`src/rtl/huff_decoder.sv`:
```
// huff_decoder -- receive end of the huff_encoder link.
//
// Purpose:
//   Loads a 3-entry Huffman code table from the encoder's word stream.
//   Each entry arrives as a char word followed by a code word.
//   It then decodes a serial, MSB-first code bitstream.
//   One 5-bit character is emitted for each matched codeword.
//
// Ports:
//   clk     in   1   clock
//   reset   in   1   synchronous, active-high reset
//   io_in   in  12   [11] table_strobe, [10] bit_valid, [9] bit_data,
//                    [8:0] table word
//                      char word: [8] done (ignored), [7:5]=3'b011, [4:0] char
//                      code word: [8] done (ignored), [7:6]=2'b00,
//                                 [5:3] mask, [2:0] value
//   io_out  out 12   [4:0] char_out, [5] char_valid, [6] error,
//                    [7] table_loaded, [11:8] emitted-character count
//
// Configuration:
//   HUFF_DEC_COUNT_EN -- when defined, io_out[11:8] is a wrapping 4-bit
//   count of emitted characters. It is cleared by reset and by a table
//   reload. When undefined, io_out[11:8] is tied to 0.

module huff_decoder (
    input  logic        clk,
    input  logic        reset,
    input  logic [11:0] io_in,
    output logic [11:0] io_out
);
    localparam int MAX_CHAR_COUNT = 3;
    localparam int CODE_WIDTH     = 3;

    typedef enum logic [1:0] {LOAD_CHAR, LOAD_CODE, DECODE} state_t;

    logic       tableStrobe;
    logic       bitValid;
    logic       bitData;
    logic [7:0] tableBits;
    logic       unusedDoneBit;
    logic       isCharWord;
    logic       isCodeWord;

    state_t                                    state_q, state_d;
    logic [1:0]                                entry_q, entry_d;
    logic [MAX_CHAR_COUNT-1:0][4:0]            char_q, char_d;
    logic [MAX_CHAR_COUNT-1:0][CODE_WIDTH-1:0] mask_q, mask_d;
    logic [MAX_CHAR_COUNT-1:0][CODE_WIDTH-1:0] value_q, value_d;
    logic [MAX_CHAR_COUNT-1:0]                 valid_q, valid_d;
    logic [1:0]                                acc_q, acc_d;
    logic [1:0]                                accLen_q, accLen_d;
    logic [4:0]                                charOut_q, charOut_d;
    logic                                      charValid_q, charValid_d;
    logic                                      error_q, error_d;
    logic                                      loaded_q, loaded_d;

    logic [CODE_WIDTH-1:0]          nacc;
    logic [1:0]                     nlen;
    logic [MAX_CHAR_COUNT-1:0][1:0] codeLen;
    logic                           hit;
    logic [1:0]                     hitIdx;
    logic [3:0]                     count;

    function automatic logic maskOk(input logic [CODE_WIDTH-1:0] m);
        return (m == 3'b001) || (m == 3'b011) || (m == 3'b111);
    endfunction

    assign tableStrobe   = io_in[11];
    assign bitValid      = io_in[10];
    assign bitData       = io_in[9];
    assign unusedDoneBit = io_in[8];
    assign tableBits     = io_in[7:0];
    assign isCharWord    = (tableBits[7:5] == 3'b011);
    assign isCodeWord    = (tableBits[7:6] == 2'b00);

    // Only the low two accumulated bits are stored. A third bit either
    // completes a match or raises an error, so it is never kept.
    assign nacc = {acc_q, bitData};
    assign nlen = accLen_q + 2'd1;

    // Code length is the popcount of a (contiguous, LSB-aligned) mask.
    always_comb begin
        for (int i = 0; i < MAX_CHAR_COUNT; i++) begin
            codeLen[i] = {1'b0, mask_q[i][0]} + {1'b0, mask_q[i][1]}
                       + {1'b0, mask_q[i][2]};
        end
    end

    // The loop runs from the highest index down, so the lowest matching
    // entry is the one that sticks.
    always_comb begin
        hit    = 1'b0;
        hitIdx = 2'd0;
        for (int i = MAX_CHAR_COUNT - 1; i >= 0; i--) begin
            if (valid_q[i] && (nlen == codeLen[i]) &&
                ((nacc & mask_q[i]) == value_q[i])) begin
                hit    = 1'b1;
                hitIdx = 2'(i);
            end
        end
    end

    always_comb begin
        state_d     = state_q;
        entry_d     = entry_q;
        char_d      = char_q;
        mask_d      = mask_q;
        value_d     = value_q;
        valid_d     = valid_q;
        acc_d       = acc_q;
        accLen_d    = accLen_q;
        charOut_d   = charOut_q;
        charValid_d = 1'b0;
        error_d     = 1'b0;
        loaded_d    = loaded_q;

        case (state_q)
            LOAD_CHAR: begin
                if (tableStrobe) begin
                    if (isCharWord) begin
                        char_d[entry_q] = tableBits[4:0];
                        state_d         = LOAD_CODE;
                    end else begin
                        error_d = 1'b1;
                    end
                end
            end
            LOAD_CODE: begin
                if (tableStrobe) begin
                    if (isCodeWord) begin
                        mask_d[entry_q]  = tableBits[5:3];
                        value_d[entry_q] = tableBits[2:0];
                        valid_d[entry_q] = maskOk(tableBits[5:3]);
                        if (entry_q == 2'(MAX_CHAR_COUNT - 1)) begin
                            // The entry index is unused while decoding.
                            entry_d  = 2'd0;
                            loaded_d = 1'b1;
                            state_d  = DECODE;
                        end else begin
                            entry_d = entry_q + 2'd1;
                            state_d = LOAD_CHAR;
                        end
                    end else begin
                        error_d = 1'b1;
                    end
                end
            end
            DECODE: begin
                // A strobe restarts the load and takes priority over any
                // bit in the same cycle. The word is treated as entry 0's
                // char word.
                if (tableStrobe) begin
                    char_d   = '0;
                    mask_d   = '0;
                    value_d  = '0;
                    valid_d  = '0;
                    loaded_d = 1'b0;
                    acc_d    = 2'd0;
                    accLen_d = 2'd0;
                    entry_d  = 2'd0;
                    if (isCharWord) begin
                        char_d[0] = tableBits[4:0];
                        state_d   = LOAD_CODE;
                    end else begin
                        error_d = 1'b1;
                        state_d = LOAD_CHAR;
                    end
                end else if (bitValid) begin
                    if (hit) begin
                        charOut_d   = char_q[hitIdx];
                        charValid_d = 1'b1;
                        acc_d       = 2'd0;
                        accLen_d    = 2'd0;
                    end else if (nlen == 2'(CODE_WIDTH)) begin
                        error_d  = 1'b1;
                        acc_d    = 2'd0;
                        accLen_d = 2'd0;
                    end else begin
                        acc_d    = nacc[1:0];
                        accLen_d = nlen;
                    end
                end
            end
            default: state_d = LOAD_CHAR;
        endcase
    end

    always_ff @(posedge clk) begin
        if (reset) begin
            state_q     <= LOAD_CHAR;
            entry_q     <= 2'd0;
            char_q      <= '0;
            mask_q      <= '0;
            value_q     <= '0;
            valid_q     <= '0;
            acc_q       <= 2'd0;
            accLen_q    <= 2'd0;
            charOut_q   <= 5'd0;
            charValid_q <= 1'b0;
            error_q     <= 1'b0;
            loaded_q    <= 1'b0;
        end else begin
            state_q     <= state_d;
            entry_q     <= entry_d;
            char_q      <= char_d;
            mask_q      <= mask_d;
            value_q     <= value_d;
            valid_q     <= valid_d;
            acc_q       <= acc_d;
            accLen_q    <= accLen_d;
            charOut_q   <= charOut_d;
            charValid_q <= charValid_d;
            error_q     <= error_d;
            loaded_q    <= loaded_d;
        end
    end

`ifdef HUFF_DEC_COUNT_EN
    logic       reload;
    logic [3:0] count_q;

    assign reload = (state_q == DECODE) && tableStrobe;

    // The count steps together with the char_valid pulse and wraps 15->0.
    always_ff @(posedge clk) begin
        if (reset || reload) begin
            count_q <= 4'd0;
        end else if (charValid_d) begin
            count_q <= count_q + 4'd1;
        end
    end

    assign count = count_q;
`else
    assign count = 4'd0;
`endif

    assign io_out = {count, loaded_q, error_q, charValid_q, charOut_q};

endmodule
```
`config.mk`:
```
export PLATFORM = sky130hd
export DESIGN_NAME = huff_decoder
export DESIGN_NICKNAME = d
export VERILOG_FILES = /design/src/rtl/huff_decoder.sv
export SDC_FILE = /design/constraint.sdc
export NUM_CORES = 1
export LEC_CHECK = 0
export CAP_MARGIN = 20
export CORE_ASPECT_RATIO = 0.75
export CORE_UTILIZATION = 40
export DETAILED_ROUTE_END_ITERATION = 6
export DONT_BUFFER_PORTS = 1
export SLEW_MARGIN = 5
export SYNTH_ARGS = -nofsm -noshare
export SYNTH_HDL_FRONTEND = slang
export SYNTH_SLANG_ARGS = --single-unit
```
`constraint.sdc`:
```
create_clock -name clk -period 3.9 [get_ports clk]
set_input_delay 0.585 -clock clk [delete_from_list [all_inputs] [get_ports clk]]
set_output_delay 0.585 -clock clk [all_outputs]
set_load 0.03 [all_outputs]
```
==> impl_metrics.env <==
export IMPL_synthArstFlopShare_pct=0
export IMPL_routed_via_count=2005
export IMPL_cts_resized_gates=0
export IMPL_place_congestion=0.801
export IMPL_ys_flop_type="dfxtp_1"
export IMPL_overflow=0
export IMPL_ant_nets=0
export IMPL_post_route_drc_count=0
export IMPL_ys_warn_count=0
export IMPL_syn_inst=294
export IMPL_critPathLaunchType="flip-flop"
export IMPL_hp_class="input port to flip-flop"
export IMPL_fin_worst_skew_ns=0.00738
export IMPL_track_usage_pct=19.4
export IMPL_coreArea_um2=5920
export IMPL_synth_seq_area_share_pct=41.7
export IMPL_hold_viol=0
export IMPL_synthDistinctLibCells=46
export IMPL_io_pins=26
export IMPL_critPathSlowestCell="dfxtp_1"
export IMPL_slew_headroom_pct=54.8
export IMPL_fin_nets=307
export IMPL_root_buffer="clkbuf_8"
export IMPL_hpwl_um=4170
export IMPL_area_growth_syn_to_layout_pct=3.96
export IMPL_end_kind="flip-flop"
export IMPL_powerDensity_nw_per_um2=338
export IMPL_synth_top_cell_by_area="dfxtp_1"
export IMPL_critical_path_class="flip-flop to flip-flop"
export IMPL_fp_dieW_um=93.2
export IMPL_synth_edff_count=0
export IMPL_diodes=0
export IMPL_setup_violations_final=0
export IMPL_first_global_vias=1855
export IMPL_status="finished clean"
export IMPL_clock_sinks=52
export IMPL_postCtsHoldBufs=0
export IMPL_vdd_drop_max_v=0.000168
export IMPL_final_setup_tns_ns=0
export IMPL_maxCapViolCount=0
export IMPL_min_period_ns=2.68
export IMPL_cts_tree="yes"
export IMPL_wl_um=5930
export IMPL_drive_gt1_share_pct=4.17
export IMPL_drt_iter0_drc=162
export IMPL_nFillCells=599
export IMPL_synthTopCellsByArea="dfxtp_1, a22oi_1, nor2_1"
export IMPL_timing_final_crit_share_pct=68.7
export IMPL_fmax_mhz=373
export IMPL_grt_antenna_before_repair=0
export IMPL_grt_max_degree=52
export IMPL_ctsLongestPathBuffers=2
export IMPL_crit_fanout=9
export IMPL_cp_cell_sequence="inv_1, ha_1, xnor2_1, nand3_1, nor4_4, nand3b_2, nor3_1, a22o_1"
export IMPL_synth_top_cell_area_share_pct=41.7
export IMPL_postSynthAreaPerCell_um2=8.48
export IMPL_synth_seq_cells=52
export IMPL_leakage_nw=0.937
export IMPL_initial_utilization_pct=42.2
export IMPL_vias_per_cell=5.48
export IMPL_slowest_delay_ns=0.54
export IMPL_cts_buffers=5
export IMPL_worstMarginPinSlew_ns=0.673
export IMPL_wl_per_cell_um=16.2
export IMPL_clk_insertion_delay_late_ns=0.31
export IMPL_syn_area_um2=2490
export IMPL_clk_pin_slew_ns=0.09
export IMPL_required_ns=4.11
export IMPL_rsz0062_at_grt="false"
export IMPL_whs_ns=0.332
export IMPL_htree_levels=2
export IMPL_dieArea_um2=6560
export IMPL_worst_ep_arrival_time_ns=2.89
export IMPL_grt_pass1_wl_um=9800
export IMPL_post_cts_buffers=0
export IMPL_rows=24
export IMPL_first_pass_iters=4
export IMPL_die_height_um=70.4
export IMPL_io_buffer_count=0
export IMPL_maxSlewViolCount=0
[sequential cells by signal, indices dropped and copies added, names as in the netlist]
register / flops
value_q: 9
error_q: 1
valid_q: 3
state_q: 2
accLen_q: 2
charValid_q: 1
mask_q: 9
char_q: 15
entry_q: 2
charOut_q: 5
loaded_q: 1
acc_q: 2
[metal layers]
metal	GRT usage, %	part of all wire [%]	wire length, um	up-vias
met5	0	0	0	-
met4	3.59	0.57	34	0
met3	4.58	6.6	390	5
met2	25.5	39	2310	52
met1	31.3	54	3200	944
li1	-	-	-	1004
[logic make-up after synthesis]
kind of cell	share of synthesized area [%]
buffers and inverters	5.22
xor gates and xnor gates	4.16
DFF	41.7
other	0.150
AOI/OAI and AO/OA	21.7
and+or+nand+nor	23.1
adders and majority gates	3.91
[placed cells by master, fill, tap and decap left out, types with 2 or more instances in the layout]
cell type	count
a21boi_1	2
a21oi_1	18
a22o_1	4
a22oi_1	31
and2_1	4
and3_1	6
clkbuf_1	2
clkbuf_8	6
conb_1	4
dfxtp_1	52
fa_1	3
ha_1	3
inv_1	8
nand2_1	27
nand2b_1	3
nand3_1	13
nor2_1	51
nor2b_1	2
nor3_1	3
nor3b_1	3
o211a_1	2
o211ai_1	2
o21a_1	2
o21ai_0	7
o21ba_1	2
or3b_1	2
xnor2_1	7
xor2_1	3
[Yosys cell counts (all sizes together) (3+ instances only)]
library cell and n:
inv 8, xnor2 7, nand3 13, a21oi 18, nor3 4, clkbuf 7, and2 4, a21boi 3
ha 3, dfxtp 52, nor2 52, nor3b 3, a22o 4, nand2 27, nand2b 3, and3 6
xor2 4, a22oi 31, buf 10, o21ai 8, fa 3
[power breakdown]
group          switching (mW)  leakage, nW  internal (mW)  total (mW)
Clock                   0.177       0.0455          0.145       0.323
Sequential            0.00281        0.419          0.533       0.536
Combinational          0.0113        0.472        0.00567      0.0169
Total                   0.191        0.937          0.684       0.875
[through the flow]
step	cells	worst slack, ns	cell area [um^2]	total power [mW]	utilization, %
4_1_cts	366	1.18	2590	0.883	43.8
3_3_place_gp	358	1.22	2500	0.565	42.3
6_report	366	1.22	2590	0.875	43.8
5_1_grt	366	0.955	2590	0.903	43.8
2_1_floorplan	297	1.68	2500	0.574	-
3_5_place_dp	358	1.18	2500	0.565	42.3
[worst paths after layout]
check | depth (start not counted) | slack [ns] | end | start
min reg2reg | 2 | 0.45 | char_q[3]$_SDFFE_PP0P_ | char_q[3]$_SDFFE_PP0P_
min | 1 | 0.33 | loaded_q$_SDFFE_PP0P_ | reset
max | 8 | 1.22 | accLen_q[0]$_SDFFE_PP0P_ | accLen_q[0]$_SDFFE_PP0P_
max reg2reg | 8 | 1.22 | accLen_q[0]$_SDFFE_PP0P_ | accLen_q[0]$_SDFFE_PP0P_
[critical path, delay by kind of cell (launching register included)]
family | cells | cell delay, ns
adder cells (fa/ha/maj) | 1 | 0.40
AND/OR/NAND/NOR | 4 | 1.10
buffers and inverters | 1 | 0.11
XOR/XNOR | 1 | 0.18
flip-flops | 1 | 0.54
AO/OA/AOI/OAI | 1 | 0.25
[layout make-up]
cell class              count  area, um^2  area share (%)
clock buffers               8        90.1            3.47
inverters                   8        30.0            1.16
multi-input cells         220        1330            51.4
flip-flops and latches     52        1040            40.2
well taps                  78        97.6            3.76
Power figures use the tool's default switching activity.
